## config.mk

```make
export PLATFORM = sky130hd
export DESIGN_NAME = poly_unload_ctrl
export DESIGN_NICKNAME = d
export VERILOG_FILES = /design/src/rtl/poly_unload_ctrl.sv
export SDC_FILE = /design/constraint.sdc
export NUM_CORES = 1
export LEC_CHECK = 0
export ABC_CLOCK_PERIOD_IN_PS = 3000
export CORE_MARGIN = 1
export CORE_UTILIZATION = 40
export DETAILED_ROUTE_END_ITERATION = 10
export PLACE_DENSITY = 0.65
export SETUP_SLACK_MARGIN = 0.5
export SYNTH_ARGS = -nofsm -noshare
export SYNTH_HDL_FRONTEND = slang
export SYNTH_SLANG_ARGS = --single-unit
```

## constraint.sdc

```tcl
create_clock -name clk -period 3 [get_ports clk]
set_input_delay 0.6 -clock clk [delete_from_list [all_inputs] [get_ports clk]]
set_output_delay 0.6 -clock clk [all_outputs]
set_load 0.03 [all_outputs]
```

## src/rtl/poly_unload_ctrl.sv

```systemverilog
// rtl/poly_unload_ctrl.sv - streams one BRAM-resident polynomial out LSW first over valid/ready
// Reads are credit-limited against a small prefetch FIFO so stalls on m_tready never lose a word.
module poly_unload_ctrl #(
  parameter int R         = 10163,
  parameter int G_ADDR_W  = 8,
  parameter int G_DAT_W   = 64,
  parameter int G_DAT_DEP = 159,
  parameter int RD_LAT    = 2,
  parameter int FIFO_DEP  = 4
) (
  input  logic                clk,
  input  logic                rst_b,
  input  logic                start,
  output logic                busy,
  output logic                done,
  output logic [G_ADDR_W-1:0] mem_addra,
  output logic                mem_wea,
  input  logic [G_DAT_W-1:0]  mem_dina,
  output logic [G_DAT_W-1:0]  m_tdata,
  output logic                m_tvalid,
  input  logic                m_tready,
  output logic                m_tlast
);

  localparam int CNT_W     = $clog2(FIFO_DEP + 1);
  localparam int SUM_W     = CNT_W + 1;
  localparam int PTR_W     = (FIFO_DEP > 1) ? $clog2(FIFO_DEP) : 1;
  localparam int LAST_BITS = R - (G_DAT_DEP - 1) * G_DAT_W;
  localparam logic [G_DAT_W-1:0]  LAST_MASK = {G_DAT_W{1'b1}} >> (G_DAT_W - LAST_BITS);
  localparam logic [G_ADDR_W-1:0] LAST_ADDR = G_ADDR_W'(G_DAT_DEP - 1);

  typedef enum logic {S_IDLE = 1'b0, S_RUN = 1'b1} state_t;

  state_t              r_state, w_state_nxt;
  logic [G_ADDR_W-1:0] r_rd_ptr, r_addr, w_issue_ptr;
  logic                r_issued_all, r_done, w_issue, w_busy;
  logic [RD_LAT-1:0]   r_pipe_vld;
  logic [G_ADDR_W-1:0] r_pipe_tag [RD_LAT];
  logic [G_DAT_W-1:0]  r_fifo_data [FIFO_DEP];
  logic [FIFO_DEP-1:0] r_fifo_last;
  logic [PTR_W-1:0]    r_wr_idx, r_rd_idx;
  logic [CNT_W-1:0]    r_fifo_cnt, w_inflight;
  logic [SUM_W-1:0]    w_occ;
  logic                w_push, w_pop, w_push_last, w_last_acc, w_credit_ok;
  logic [G_DAT_W-1:0]  w_push_data;

  function automatic logic [PTR_W-1:0] f_inc(input logic [PTR_W-1:0] p);
    return (p == PTR_W'(FIFO_DEP - 1)) ? '0 : p + 1'b1;
  endfunction

  assign m_tvalid    = (r_fifo_cnt != '0);
  assign m_tdata     = r_fifo_data[r_rd_idx];
  assign m_tlast     = m_tvalid & r_fifo_last[r_rd_idx];
  assign w_pop       = m_tvalid & m_tready;
  assign w_last_acc  = (r_state == S_RUN) & w_pop & m_tlast;
  assign w_push      = r_pipe_vld[RD_LAT-1];
  assign w_push_last = (r_pipe_tag[RD_LAT-1] == LAST_ADDR);
  assign w_push_data = w_push_last ? (mem_dina & LAST_MASK) : mem_dina;
  assign busy        = w_busy;
  assign done        = r_done;
  assign mem_addra   = r_addr;
  assign mem_wea     = 1'b0;

  always_comb begin
    w_inflight = '0;
    for (int i = 0; i < RD_LAT; i++) begin
      w_inflight = w_inflight + CNT_W'(r_pipe_vld[i]);
    end
  end

  // A slot freed by this edge's pop is reusable immediately; occupancy still never exceeds FIFO_DEP.
  assign w_occ       = SUM_W'(r_fifo_cnt) + SUM_W'(w_inflight) - SUM_W'(w_pop);
  assign w_credit_ok = (w_occ < SUM_W'(FIFO_DEP));

  always_ff @(posedge clk or negedge rst_b) begin
    if (!rst_b) r_state <= S_IDLE;
    else        r_state <= w_state_nxt;
  end

  always_comb begin
    w_state_nxt = r_state;
    case (r_state)
      S_IDLE:  if (start)      w_state_nxt = S_RUN;
      S_RUN:   if (w_last_acc) w_state_nxt = S_IDLE;
      default: w_state_nxt = S_IDLE;
    endcase
  end

  always_comb begin
    w_busy      = 1'b0;
    w_issue     = 1'b0;
    w_issue_ptr = r_rd_ptr;
    case (r_state)
      S_IDLE: begin
        w_issue     = start;
        w_issue_ptr = '0;
      end
      S_RUN: begin
        w_busy  = 1'b1;
        w_issue = !r_issued_all && w_credit_ok;
      end
      default: ;
    endcase
  end

  always_ff @(posedge clk or negedge rst_b) begin
    if (!rst_b) begin
      r_rd_ptr     <= '0;
      r_issued_all <= 1'b0;
      r_addr       <= '0;
      r_done       <= 1'b0;
    end else begin
      r_done <= w_last_acc;
      if (w_last_acc) begin
        r_rd_ptr     <= '0;
        r_issued_all <= 1'b0;
        r_addr       <= '0;
      end else if (w_issue) begin
        r_addr <= w_issue_ptr;
        if (w_issue_ptr == LAST_ADDR) r_issued_all <= 1'b1;
        else                          r_rd_ptr     <= w_issue_ptr + 1'b1;
      end
    end
  end

  always_ff @(posedge clk or negedge rst_b) begin
    if (!rst_b) begin
      r_pipe_vld <= '0;
      for (int i = 0; i < RD_LAT; i++) r_pipe_tag[i] <= '0;
    end else begin
      r_pipe_vld[0] <= w_issue;
      r_pipe_tag[0] <= w_issue_ptr;
      for (int i = 1; i < RD_LAT; i++) begin
        r_pipe_vld[i] <= r_pipe_vld[i-1];
        r_pipe_tag[i] <= r_pipe_tag[i-1];
      end
    end
  end

  always_ff @(posedge clk or negedge rst_b) begin
    if (!rst_b) begin
      r_wr_idx    <= '0;
      r_rd_idx    <= '0;
      r_fifo_cnt  <= '0;
      r_fifo_last <= '0;
      for (int i = 0; i < FIFO_DEP; i++) r_fifo_data[i] <= '0;
    end else begin
      if (w_push) begin
        r_fifo_data[r_wr_idx] <= w_push_data;
        r_fifo_last[r_wr_idx] <= w_push_last;
        r_wr_idx              <= f_inc(r_wr_idx);
      end
      if (w_pop) r_rd_idx <= f_inc(r_rd_idx);
      case ({w_push, w_pop})
        2'b10:   r_fifo_cnt <= r_fifo_cnt + 1'b1;
        2'b01:   r_fifo_cnt <= r_fifo_cnt - 1'b1;
        default: ;
      endcase
    end
  end

endmodule

```

==> key figures, run 1 <==
Synth
  • Sequential area share after synthesis: 0.578
  • Yosys reg bits: 304
  • Main area contributors after synthesis: dfrtp_1 (58%), mux2_2 (18%), mux4_2 (11%)
  • Yosys cell types: 51
  • Yosys top cell by area: dfrtp_1
  • YS warnings: 0
  • Yosys top cell area share: 0.578
  • Synth Area per Inst: 14.7 um^2
  • Synth Net Count: 977
  • Mapped Cells: 897
  • Synth Cell Area: 0.0132 mm^2

Timing
  • Period minus WS final: 2.68 ns
  • Clock skew: 0.0119 ns
  • Worst-Margin Slew: 0.648 ns
  • Setup TNS: 0 ns
  • Setup violators final: 0
  • Worst slew margin: 0.568
  • Final hold violations: 0
  • RSZ-0062 raised after global routing: true
  • Fin. max-slew vios: 0
  • Final Cycle Share: 0.892
  • Highest clock rate: 374 MHz

Setup path
  • Crit path capture type: flop
  • Worst flop-to-flop path endpoint: r_rd_ptr[4]
  • Critical Path Slowest Stage Cell: or3_4
  • Required @ worst endpoint: 3.37 ns
  • Setup CP Type: flop to flop
  • Critical path data arrival time: 3.04 ns
  • Critical Path Most Common Cell: ha_4
  • RR Startpoint: r_fifo_cnt[0]
  • Crit path max fanout: 8
  • Critical path origin: r_fifo_cnt[0]
  • Cell Chain, Critical Path: or3_4, and2_4, ha_4, inv_2, ha_4, nand3_4, a2111o_1, and3_4, a21oi_4, a211oi_1
  • CP Launch Type: flop
  • Worst R2R Path Depth: 10
  • End of the critical path: r_rd_ptr[4]
  • Reg-to-reg slack, setup: 0.32 ns
  • Slowest stage delay, CP: 0.40 ns

Placement
  • Dpl cells: 1457
  • RD Place Congestion: 0.787
  • Dpl hpwl: 17400 um
  • Area post-placement: 0.0153 mm^2
  • Number of I/O port buffers: 143

Global route
  • Vias in the first global route: 8456
  • Met2 Use GR: 0.289
  • Total grt overflow: 0
  • Initial antenna violation count: 0
  • First-pass GRT wire length: 46700 um
  • Met3 Use GR: 0.0278
  • Total Routing Usage GR: 0.177
  • Pin count of the biggest net entering global routing: 81
  • Met1 GRT Util: 0.250
  • Busiest grt layer: met2

Cells and area
  • Final Non-Filler Cells: 1543
  • Most frequent cells in the layout: dfrtp_1 (301), mux2_2 (206), nand2_1 (86), clkdlybuf4s50_1 (76), buf_6 (69)
  • Synthesis-to-layout area growth: 29.8%
  • Fillers: 2711
  • Post-Layout Inst Area: 0.0171 mm^2
  • Utilization after layout: 0.526
  • # diodes: 0
  • Layout cells sized above 1: 0.441
  • Nets: 1155
  • Leading cell type in the layout, fill and taps excluded: dfrtp_1

Status
  • Status: finished, final reports clean

Routing
  • DR vias/cell: 5.14
  • Via count: 7927
  • DRT Pass-1 Iters: 4
  • DRC Markers: 0
  • Drt first-iter violations: 275
  • DRT Wirelength: 29200 um
  • Wire per inst: 18.9 um
  • Antenna viol nets, final: 0

CTS
  • Hold buffer count at cts: 0
  • CTS tree: built
  • # H-tree levels: 2
  • Worst-path clk slew: 0.06 ns
  • Clk_lat worst skew: 0.50 ns
  • Num CTS Buffers: 34
  • Clk sinks: 304
  • CTS Buffer Depth: 3
  • Root Buffer: clkbuf_16

Die
  • Boundary Pins: 145
  • Core area: 0.0325 mm^2
  • Initial Util: 0.405
  • Die Wd: 183 um
  • # rows: 66
  • DIE HEIGHT: 183 um
  • Die ar.: 0.0336 mm^2

Worst hold path
  • Worst hold path type: primary input to asynchronous set/reset pin

Power and ir drop
  • PwrDens: 1320 mW/mm^2
  • Peak supply drop: 0.000617 V
  • Overall power: 22600 uW
  • Static Leak: 0.00736 uW

Flow run
  • Max cap viols: 0
-- routing by layer --
layer / wire length (um) / share of wire
met1: 13500 / 0.46
met2: 14200 / 0.49
met3: 1110 / 0.038
met4: 431 / 0.015
met5: 0 / 0
-- worst min path at each step --
stage	endpoint	depth (start not counted)
after floorplan	done	0
after global placement	r_pipe_tag[0]	0
after detailed placement	r_pipe_tag[1]	0
after CTS	r_fifo_data[214]	1
after global routing	r_fifo_data[214]	1
final	r_fifo_data[214]	1
-- cells by family after synthesis --
group / count (synthesis) / share of synthesized area
flip-flops: 304 / 0.578
adder cells (fa/ha/maj): 12 / 0.0120
AO/OA/AOI/OAI: 88 / 0.0377
other: 1 / 0.000285
AND/OR/NAND/NOR: 140 / 0.0523
buffers and inverters: 73 / 0.0263
XOR/XNOR: 5 / 0.00333
multiplexers: 274 / 0.290
-- per-stage QoR --
| step | hold slack [ns] | worst slack, ns |
|---|---|---|
| after floorplan | 0.304 | 0.0781 |
| after global placement | 0.333 | 0.0102 |
| after detailed placement | 0.335 | -0.0536 |
| after CTS | 0.0947 | 0.323 |
| after global routing | 0.118 | 0.213 |
| final | 0.0804 | 0.323 |
-- power by group --
group          switching, uW  total (uW)  internal, uW
combinational           5250       11200          5900
clock                   1670        4320          2650
sequential               963        7080          6120
-- state kept, by name, summed over array words and instances, names as in the netlist --
name          count
r_fifo_last       4
r_rd_idx          2
done              1
mem_addra         8
r_issued_all      1
r_state           1
r_rd_ptr          8
r_fifo_cnt        3
r_wr_idx          2
r_pipe_tag       16
r_pipe_vld        2
r_fifo_data     256
-- Yosys cell counts, drive strengths merged --
cell and number:
o211ai 1, conb 1, nand4b 4, nand2b 1
xor2 3, and3 3, or3 3, nand2 90
a21oi 7, nor4b 2, a211oi 3, o21a 2
and4b 1, a221oi 1, inv 16, ha 11
a31oi 2, and4bb 1, o2111ai 2, mux4 65
nor4 1, nand3 6, o21ai 66, xnor2 2
a2111o 1, dfrtp 304, fa 1, nor2b 1
nor2 12, nand4 7, o2bb2ai 2, nor4bb 1
buf 34, a21boi 1, mux2i 3, mux2 206
clkbuf 23, and2 6, nor3 1
-- what timing repair did --
item | 4_1_cts | 5_1_grt
endpoints found under the setup margin | 85 | 83
gates cloned | 5 | 3
setup buffers | 12 | 4
pin swaps | 15 | 1
resized for setup | 429 | 70
-- layout make-up --
type	count	area, um^2	area share
sequential	304	7610	0.446
multi-input combinational	520	5350	0.313
timing repair buffer	199	2310	0.135
clock buffer	44	970	0.0568
tap	442	553	0.0324
clock inverter	18	220	0.0129
inverter	16	60.1	0.00352
-- worst max-delay path, delay by kind of cell (launching register included) --
family | cells | cell delay, ns
DFF | 1 | 0.38
adders and majority gates | 2 | 0.52
AOI/OAI and AO/OA | 3 | 0.78
and+or+nand+nor | 4 | 0.82
buffers and inverters | 1 | 0.04
(Power assumes the default switching activity.)
==> run 2: changes to the inputs <==
--- a/config.mk
+++ b/config.mk
@@ -5,7 +5,6 @@
 export SDC_FILE = /design/constraint.sdc
 export NUM_CORES = 1
 export LEC_CHECK = 0
-export ABC_CLOCK_PERIOD_IN_PS = 3000
 export CORE_MARGIN = 1
 export CORE_UTILIZATION = 40
 export DETAILED_ROUTE_END_ITERATION = 10
==> results of run 2 <==
Final layout, timing and power as in run 1 (identical DEF).
==> run 3: changes to the inputs <==
--- a/config.mk
+++ b/config.mk
@@ -6,9 +6,9 @@
 export NUM_CORES = 1
 export LEC_CHECK = 0
 export CORE_MARGIN = 1
-export CORE_UTILIZATION = 40
+export CORE_UTILIZATION = 45
 export DETAILED_ROUTE_END_ITERATION = 10
-export PLACE_DENSITY = 0.65
+export PLACE_DENSITY = 0.72
 export SETUP_SLACK_MARGIN = 0.5
 export SYNTH_ARGS = -nofsm -noshare
 export SYNTH_HDL_FRONTEND = slang
==> run 3 against run 2 <==
Critical path depth unchanged. First-iteration DRC count up 24%. Critical endpoint is now r_rd_ptr[3]. Largest cell class unchanged. Highest routed layer unchanged. Count of clock-buffer cells in the layout up 5.
==> key figures, run 3 (synthesized netlist as in run 1, its figures left out) <==
Routing
  • DRT Pass-1 Iters: 4
  • DR vias/cell: 5.38
  • Antenna viol nets, final: 0
  • DRC Markers: 0
  • Via count: 7985
  • Drt first-iter violations: 340
  • DRT Wirelength: 28400 um
  • Wire per inst: 19.2 um

Power and ir drop
  • Static Leak: 0.00735 uW
  • Int Power: 14700 uW
  • Comb power frac: 0.497
  • Net Sw Power: 7840 uW
  • Clock Power Share: 0.188
  • Seq pwr share: 0.315
  • PwrDens: 1330 mW/mm^2
  • Peak supply drop: 0.000754 V
  • Switch share: 0.347

Global route
  • Pin count of the biggest net entering global routing: 83
  • Met2 Use GR: 0.320
  • Total Routing Usage GR: 0.195
  • Total grt overflow: 0
  • Met1 GRT Util: 0.272
  • Met3 Use GR: 0.0314
  • Busiest grt layer: met2
  • First-pass GRT wire length: 46400 um
  • Initial antenna violation count: 0
  • Vias in the first global route: 8455

Cells and area
  • Layout cells sized above 1: 0.440
  • Max reg flops: 256
  • Largest regs: r_fifo_data (256), r_pipe_tag (16)
  • Fillers: 2201
  • Synthesis-to-layout area growth: 29.3%
  • Most frequent cells in the layout: dfrtp_1 (301), mux2_2 (206), nand2_1 (86), clkdlybuf4s50_1 (76), buf_6 (70)
  • Post-Layout Inst Area: 0.0170 mm^2
  • Utilization after layout: 0.593
  • Leading cell type in the layout, fill and taps excluded: dfrtp_1
  • Biggest register: r_fifo_data
  • Nets: 1159

Setup path
  • RR Startpoint: r_fifo_cnt[1]
  • Crit path capture type: flop
  • CP Launch Type: flop
  • End of the critical path: r_rd_ptr[3]
  • Reg-to-reg slack, setup: 0.34 ns
  • Worst R2R Path Depth: 10
  • Critical path origin: r_fifo_cnt[1]
  • Critical path data arrival time: 3.08 ns
  • Crit path max fanout: 7
  • Setup CP Type: flop to flop
  • Required @ worst endpoint: 3.42 ns
  • Worst flop-to-flop path endpoint: r_rd_ptr[3]

Die
  • Initial Util: 0.458
  • DIE HEIGHT: 173 um
  • # rows: 62
  • Boundary Pins: 145
  • Core area: 0.0287 mm^2
  • Die Wd: 173 um
  • Die ar.: 0.0299 mm^2

Placement
  • Pre-CTS WS: -0.114 ns
  • RD Place Congestion: 0.807
  • Number of I/O port buffers: 143
  • Area post-placement: 0.0153 mm^2
  • Dpl hpwl: 17100 um

Timing
  • RSZ-0062 raised after global routing: true
  • Final worst setup slack: 0.338 ns
  • Final hold violations: 0
  • Setup TNS: 0 ns
  • Worst hold slack: 0.0947 ns
  • Highest clock rate: 376 MHz
  • Setup violators final: 0
  • Worst-Margin Slew: 0.662 ns
  • Fin. max-slew vios: 0
  • Clock skew: 0.0163 ns
  • Period minus WS final: 2.66 ns
  • Final Cycle Share: 0.887
  • Worst slew margin: 0.558

CTS
  • Clk sinks: 304
  • Clk_lat worst skew: 0.51 ns
  • CTS tree: built
  • Num CTS Buffers: 34
  • CTS Buffer Depth: 3
  • Root Buffer: clkbuf_16
  • Worst-path clk slew: 0.05 ns
  • # H-tree levels: 2

Status
  • Status: finished, final reports clean

Flow run
  • Max cap viols: 0

Worst hold path
  • Worst hold path type: primary input to asynchronous set/reset pin
==> run 3: critical path, stage by stage (launching register included) <==
cell       delay [ns]
dfrtp_1          0.38
or3_4            0.39
and2_4           0.16
ha_4             0.26
inv_2            0.04
ha_4             0.26
nand3_4          0.05
a2111o_1         0.38
and3_4           0.24
a21oi_4          0.26
o2bb2ai_1        0.15
==> run 3: cell type report <==
cell class	count	area, um^2	share of cell area
well taps	384	480	0.0282
multi-input cells	520	5360	0.315
flip-flops and latches	304	7610	0.448
diodes	1	2.50	0.000147
clock inverters	6	111	0.00655
repair buffers	203	2340	0.138
inverters	16	60.1	0.00353
clock buffers	49	1040	0.0612
==> run 3: per-stage QoR <==
step	total power [uW]	instances
after global placement	16900	1400
final	22600	1483
after global routing	23800	1482
after CTS	22000	1473
after floorplan	13700	897
after detailed placement	17200	1400
==> run 3: worst min path at each step <==
stage / cells after the start / end / slack, ns
6_report: 1 / r_fifo_data[203] / 0.09
4_1_cts: 1 / r_fifo_data[203] / 0.11
3_5_place_dp: 0 / r_pipe_tag[2] / 0.33
5_1_grt: 1 / r_fifo_data[139] / 0.13
2_1_floorplan: 0 / done / 0.30
3_3_place_gp: 0 / r_pipe_tag[1] / 0.33
==> run 3: routing by layer <==
metal  wire length, um  vias to the layer above
met5                 0                        -
met4               451                        0
met3              1240                       37
met2             14100                      178
met1             12600                     4142
li1                  -                     3628
==> run 3: power groups by stage <==
stage | Sequential, uW | Clock [uW] | Combinational (uW)
2_1_floorplan | 6890 | 0 | 6820
3_3_place_gp | 7110 | 0 | 9790
3_5_place_dp | 7210 | 0 | 9970
4_1_cts | 7080 | 4360 | 10600
5_1_grt | 7340 | 4540 | 11900
6_report | 7100 | 4250 | 11200
==> run 3: timing repair <==
item | CTS | global route
resized for setup | 422 | 85
pin swaps | 11 | 11
hold buffers | 0 | 0
cloned | 4 | 2
setup endpoints to repair | 84 | 83
setup buffers | 14 | 7
